==> src/rtl/aes_pkg.sv <==
// Shared constants, engine state encoding and word-slot helper for the AES
// stream controller.
//   AES_BLK_W  : cipher block width (128)
//   AES_WORD_W : stream word width (32)
//   AES_WORDS  : words per block (4)
//   aes_state_e: engine FSM states IDLE / LOAD / WAIT
//   blk_word() : extract 32-bit slot (3 = bits [127:96]) of a block
package aes_pkg;

  localparam int unsigned AES_BLK_W  = 128;
  localparam int unsigned AES_WORD_W = 32;
  localparam int unsigned AES_WORDS  = 4;

  typedef enum logic [1:0] {
    IDLE,
    LOAD,
    WAIT
  } aes_state_e;

  // Slot 3 is the most significant word, i.e. the first word on the stream.
  function automatic logic [AES_WORD_W-1:0] blk_word(input logic [AES_BLK_W-1:0] blk,
                                                     input logic [1:0]           slot);
    return blk[{slot, 5'd0} +: AES_WORD_W];
  endfunction

endpackage

==> src/rtl/aes_blk_serializer.sv <==
// 128-to-32 output buffer. A load captures a whole block and raises m_valid;
// words are then presented most-significant first, one per valid/ready
// handshake. The fourth handshake drops m_valid.
// Ports:
//   clk, rst        : clock, synchronous active-low reset
//   load, blk       : capture blk into the buffer (only issued while m_valid=0)
//   m_data, m_valid : current output word and its valid flag
//   m_ready         : downstream accepts the word when m_valid & m_ready
module aes_blk_serializer
  import aes_pkg::*;
(
  input  logic                  clk,
  input  logic                  rst,
  input  logic                  load,
  input  logic [AES_BLK_W-1:0]  blk,
  input  logic                  m_ready,
  output logic [AES_WORD_W-1:0] m_data,
  output logic                  m_valid
);

  logic [AES_BLK_W-1:0] out_buf;
  logic [1:0]           out_idx;

  always_ff @(posedge clk) begin
    if (!rst) begin
      out_buf <= '0;
      out_idx <= '0;
      m_valid <= 1'b0;
    end else if (load) begin
      out_buf <= blk;
      out_idx <= '0;
      m_valid <= 1'b1;
    end else if (m_valid && m_ready) begin
      out_idx <= out_idx + 2'd1;
      if (out_idx == 2'(AES_WORDS - 1)) m_valid <= 1'b0;
    end
  end

  assign m_data = blk_word(out_buf, 2'd3 - out_idx);

endmodule

==> src/rtl/aes_stream_ctrl.sv <==
// Stream front/back end for the iterative AES-128 core. Packs four 32-bit
// input words into a block, launches the core with a one-cycle core_ld,
// captures core_text_out on core_done and serializes it back out as words.
// Only one block is ever in flight; the next block may fill during WAIT.
// Build option: define AES_STREAM_CBC_EN for CBC chaining (core input is
// block XOR chain register; chain loads from iv_in and from every ciphertext).
// Without it the design is ECB and iv_we/iv_in are ignored.
// Ports:
//   clk, rst              : clock, synchronous active-low reset
//   key_we, key_in        : key register write (dropped while busy)
//   iv_we, iv_in          : chain register write (CBC build, dropped while busy)
//   s_data/s_valid/s_ready: input word stream, first word = block [127:96]
//   m_data/m_valid/m_ready: output word stream, first word = ciphertext [127:96]
//   busy                  : engine active, block pending, or output pending
//   core_ld, core_key, core_text_in : core launch interface (registered)
//   core_done, core_text_out        : core completion interface
module aes_stream_ctrl
  import aes_pkg::*;
(
  input  logic                  clk,
  input  logic                  rst,
  input  logic                  key_we,
  input  logic [AES_BLK_W-1:0]  key_in,
  input  logic                  iv_we,
  input  logic [AES_BLK_W-1:0]  iv_in,
  input  logic [AES_WORD_W-1:0] s_data,
  input  logic                  s_valid,
  output logic                  s_ready,
  output logic [AES_WORD_W-1:0] m_data,
  output logic                  m_valid,
  input  logic                  m_ready,
  output logic                  busy,
  output logic                  core_ld,
  output logic [AES_BLK_W-1:0]  core_key,
  output logic [AES_BLK_W-1:0]  core_text_in,
  input  logic                  core_done,
  input  logic [AES_BLK_W-1:0]  core_text_out
);

  aes_state_e           state;
  logic [1:0]           in_idx;
  logic                 in_full;
  logic [AES_BLK_W-1:0] in_buf;
  logic [AES_BLK_W-1:0] launch_text;
  logic                 out_valid;
  logic                 capture;

  assign s_ready = !in_full;
  assign capture = (state == WAIT) && core_done;
  assign busy    = (state != IDLE) || in_full || out_valid;
  assign m_valid = out_valid;

  // Packer and engine share in_full (packer sets it, LOAD clears it), so both
  // live in one block. s_ready=0 in LOAD, so the two never collide.
  always_ff @(posedge clk) begin
    if (!rst) begin
      state        <= IDLE;
      in_idx       <= '0;
      in_full      <= 1'b0;
      in_buf       <= '0;
      core_ld      <= 1'b0;
      core_text_in <= '0;
    end else begin
      core_ld <= 1'b0;
      if (s_valid && s_ready) begin
        in_buf[{2'd3 - in_idx, 5'd0} +: AES_WORD_W] <= s_data;
        in_idx <= in_idx + 2'd1;
        if (in_idx == 2'(AES_WORDS - 1)) in_full <= 1'b1;
      end
      case (state)
        IDLE: begin
          // Wait for the previous ciphertext to drain before launching.
          if (in_full && !out_valid) begin
            state        <= LOAD;
            core_ld      <= 1'b1;
            core_text_in <= launch_text;
          end
        end
        LOAD: begin
          in_full <= 1'b0;
          state   <= WAIT;
        end
        WAIT: begin
          if (core_done) state <= IDLE;
        end
        default: state <= IDLE;
      endcase
    end
  end

  always_ff @(posedge clk) begin
    if (!rst) begin
      core_key <= '0;
    end else if (key_we && !busy) begin
      core_key <= key_in;
    end
  end

`ifdef AES_STREAM_CBC_EN
  logic [AES_BLK_W-1:0] chain;

  // Capture only happens in WAIT (busy=1), so it never races an IV write.
  always_ff @(posedge clk) begin
    if (!rst) begin
      chain <= '0;
    end else if (capture) begin
      chain <= core_text_out;
    end else if (iv_we && !busy) begin
      chain <= iv_in;
    end
  end

  assign launch_text = in_buf ^ chain;
`else
  logic unused_iv;
  assign unused_iv   = ^{iv_we, iv_in};
  assign launch_text = in_buf;
`endif

  aes_blk_serializer u_ser (
    .clk     (clk),
    .rst     (rst),
    .load    (capture),
    .blk     (core_text_out),
    .m_ready (m_ready),
    .m_data  (m_data),
    .m_valid (out_valid)
  );

endmodule
==> config.mk <==
export PLATFORM = sky130hd
export DESIGN_NAME = aes_stream_ctrl
export DESIGN_NICKNAME = d
export VERILOG_FILES = /design/src/rtl/aes_pkg.sv /design/src/rtl/aes_blk_serializer.sv /design/src/rtl/aes_stream_ctrl.sv
export SDC_FILE = /design/constraint.sdc
export NUM_CORES = 1
export LEC_CHECK = 0
export ABC_CLOCK_PERIOD_IN_PS = 5550
export BUFFER_PORTS_ARGS = -buffer_cell sky130_fd_sc_hd__buf_4
export CAP_MARGIN = 20
export CORE_AREA = 3 3 278 280
export DETAILED_ROUTE_END_ITERATION = 8
export DIE_AREA = 0 0 281 283
export SLEW_MARGIN = 0
export SYNTH_ARGS = -nofsm -noshare
export SYNTH_HDL_FRONTEND = slang
export SYNTH_SLANG_ARGS = --single-unit
export TNS_END_PERCENT = 30
==> constraint.sdc <==
create_clock -name clk -period 5.55 [get_ports clk]
set_input_delay 1.11 -clock clk [delete_from_list [all_inputs] [get_ports clk]]
set_output_delay 1.11 -clock clk [all_outputs]
set_load 0.05 [all_outputs]
==> run metrics <==
FMAX 283 MHz; Routed WL 70.0 mm; worst path cell trace mux4_2 -> buf_4; Core Rows 100; WL/cell 18.9 µm; wire length of the first global-routing pass 103 mm; Max FO, Critical Path 34; fin worst setup slack approximately 2.0 ns; Core Area 74,700 µm²; share of layout cells above drive strength 1 27.4%; area leader, netlist dfxtp_1; DRC 0; Hold Fails Final Rpt 0; Die Area slightly below 80,000 µm²; Buffers on Ports 585; Layout Nets a little over 3,000; Post-synth top cells 903 x nand2_1, 521 x dfxtp_1, 136 x a21boi_0, 136 x clkbuf_1, 129 x mux2i_1; maxcap violations 0; GR Util All Layers 16.8%; vias in the first global route 16,100; gr ovfl total 0; syn avg cell area between 9 and 10 µm²; P&R area growth vs syn 34.8%; num ports between 700 and 800; Main synth FF type dfxtp_1; via count 16,900; worst skew pair latency 0.64 ns; CP arrival 2.42 ns; Startpoint Class flip-flop; post-cts resize count 0; post-CTS setup buffers 0; post-route cell area 27,100 µm²; run status finished, final reports clean; DRT iter0 DRCs 895; RSZ-0062 raised after global routing false; Die W around 280 µm; area share of the largest cell type after synthesis roughly half; post-route ant nets 0; Net Count, Synth 2,634; initial core utilization between 20% and 30%; DP Wirelength roughly 49 mm; post-layout min period 3.53 ns; CTS tree built; Distinct cells, synth 36; Final TNS setup 0 ns; dpl ws 2.20 ns; Finish-stage setup viols 0; top-count cell post-synth nand2_1; Leak between 10 and 15 nW; flops & latches, synth 521; largest cells by area after synthesis dfxtp_1 52%, nand2_1 17%, mux2i_1 6.4%, a21boi_0 5.1%, a21boi_1 4.5%; initial antenna violation count 14; CP max stage delay 1.00 ns; RR Startpoint in_full; worst-margin pin slew 1.04 ns; Vias per Instance 4.56; max_slew headroom 30.8%; Syn Inst Count 2,205; Hold WS 0.435 ns; Detailed Routing Iterations Pass 1 5; Die Ht 283 µm; CTS Buf Count 58; DP Area 25,100 µm²; IR drop worst, VDD 204 µV; register clock-pin slew on the reported worst setup and hold paths ~0.060 ns; Slew Limit Fails 0; Mapped Area 20,100 µm²; Setup crit end kind output port; Post-synth EDFFs 0; hold_sp in_buf[94]; Async S/R FF share, synth 0%; fin crit share 63.6%; crit path launch u_ser.out_idx[1]; sequential share of the synthesized area 52.0%; largest net degree at the start of global routing approximately 240; power density cells 321 nW/µm²; Critical Path RT 4.44 ns; GPL Wtd Cong 0.841; Hold Path Class reg2reg; Root Driver clkbuf_16; Sink Count 521; PnR Total Power 8.69 mW; htree depth 2; Synth Warn # 0; CP max-delay cell dfxtp_2; Setup Skew 0.0442 ns; Max Buffers Root-to-Sink 3; CP Class reg2out; hold buffer count at cts 0
## area by class of cell
class	count	area, µm²
Clock inverter	17	221
Antenna cell	1	2.50
Multi-Input combinational cell	1498	8780
Timing Repair Buffer	606	4650
Fill cell	7634	47600
Clock buffer	92	1740
Sequential cell	521	10400
Tap cell	969	1210
Inverter	4	15.0
## power by group
part | switching, mW | total, mW | leakage (nW) | internal, mW
clock network | 1.64 | 3.89 | 0.950 | 2.25
registers | 0.0493 | 3.88 | 4.23 | 3.83
logic | 0.568 | 0.915 | 5.73 | 0.348
## cell families (layout without fill, tap and decap cells)
logic type	after synthesis	count (layout)	share of synthesized area [%]
xor gates and xnor gates	2	2	0.0873
adders and majority gates	6	6	0.374
AOI/OAI and AO/OA	388	388	14.8
muxes	161	161	10.0
DFF	521	521	52.0
buffers and inverters	186	719	4.41
and+or+nand+nor	941	941	18.3
other	0	1	0
## per-layer routing
metal | vias to the layer above | part of all wire, % | global-route usage [%]
li1 | 8340 | - | -
met1 | 7885 | 44 | 21.9
met2 | 551 | 43 | 25.5
met3 | 110 | 10 | 6.84
met4 | 24 | 2.6 | 4.62
met5 | - | 0.21 | 0
## flip-flops by register name (all words and copies together), names as in the netlist
signal / cells
core_key: 128
core_ld: 1
core_text_in: 128
in_buf: 128
in_full: 1
in_idx: 2
state: 2
u_ser.m_valid: 1
u_ser.out_buf: 128
u_ser.out_idx: 2
## critical path, delay by kind of cell (launching register included)
kind | cells | cell delay, ns
DFF | 1 | 1.00
muxes | 1 | 0.60
buffers and inverters | 1 | 0.20
## cell usage in the layout, fill, tap and decap left out, types with 6 or more instances in the layout
cell type  instances
a21boi_0         136
a21boi_1         120
a31o_2             9
a32o_1            55
and3_1             9
buf_12             6
buf_4            598
clkbuf_1          18
clkbuf_16         58
clkbuf_8          16
clkinv_2           8
dfxtp_1          519
ha_1               6
mux2i_1          129
mux4_2            32
nand2_1          903
o22ai_1           64
## metrics by stage
step	utilization (%)	std cells
3_5_place_dp	33.6	3597
2_1_floorplan	-	2205
4_1_cts	36.2	3706
6_report	36.2	3708
3_3_place_gp	33.5	3596
5_1_grt	36.2	3707
## worst paths after layout
kind | slack [ns] | to | cells after the start
max | 2.02 | m_data[31] | 2
min | 0.44 | core_text_in[94] | 2
max reg2reg | 2.84 | core_key[98] | 4
min reg2reg | 0.44 | core_text_in[94] | 2
(Power assumes the default switching activity.)
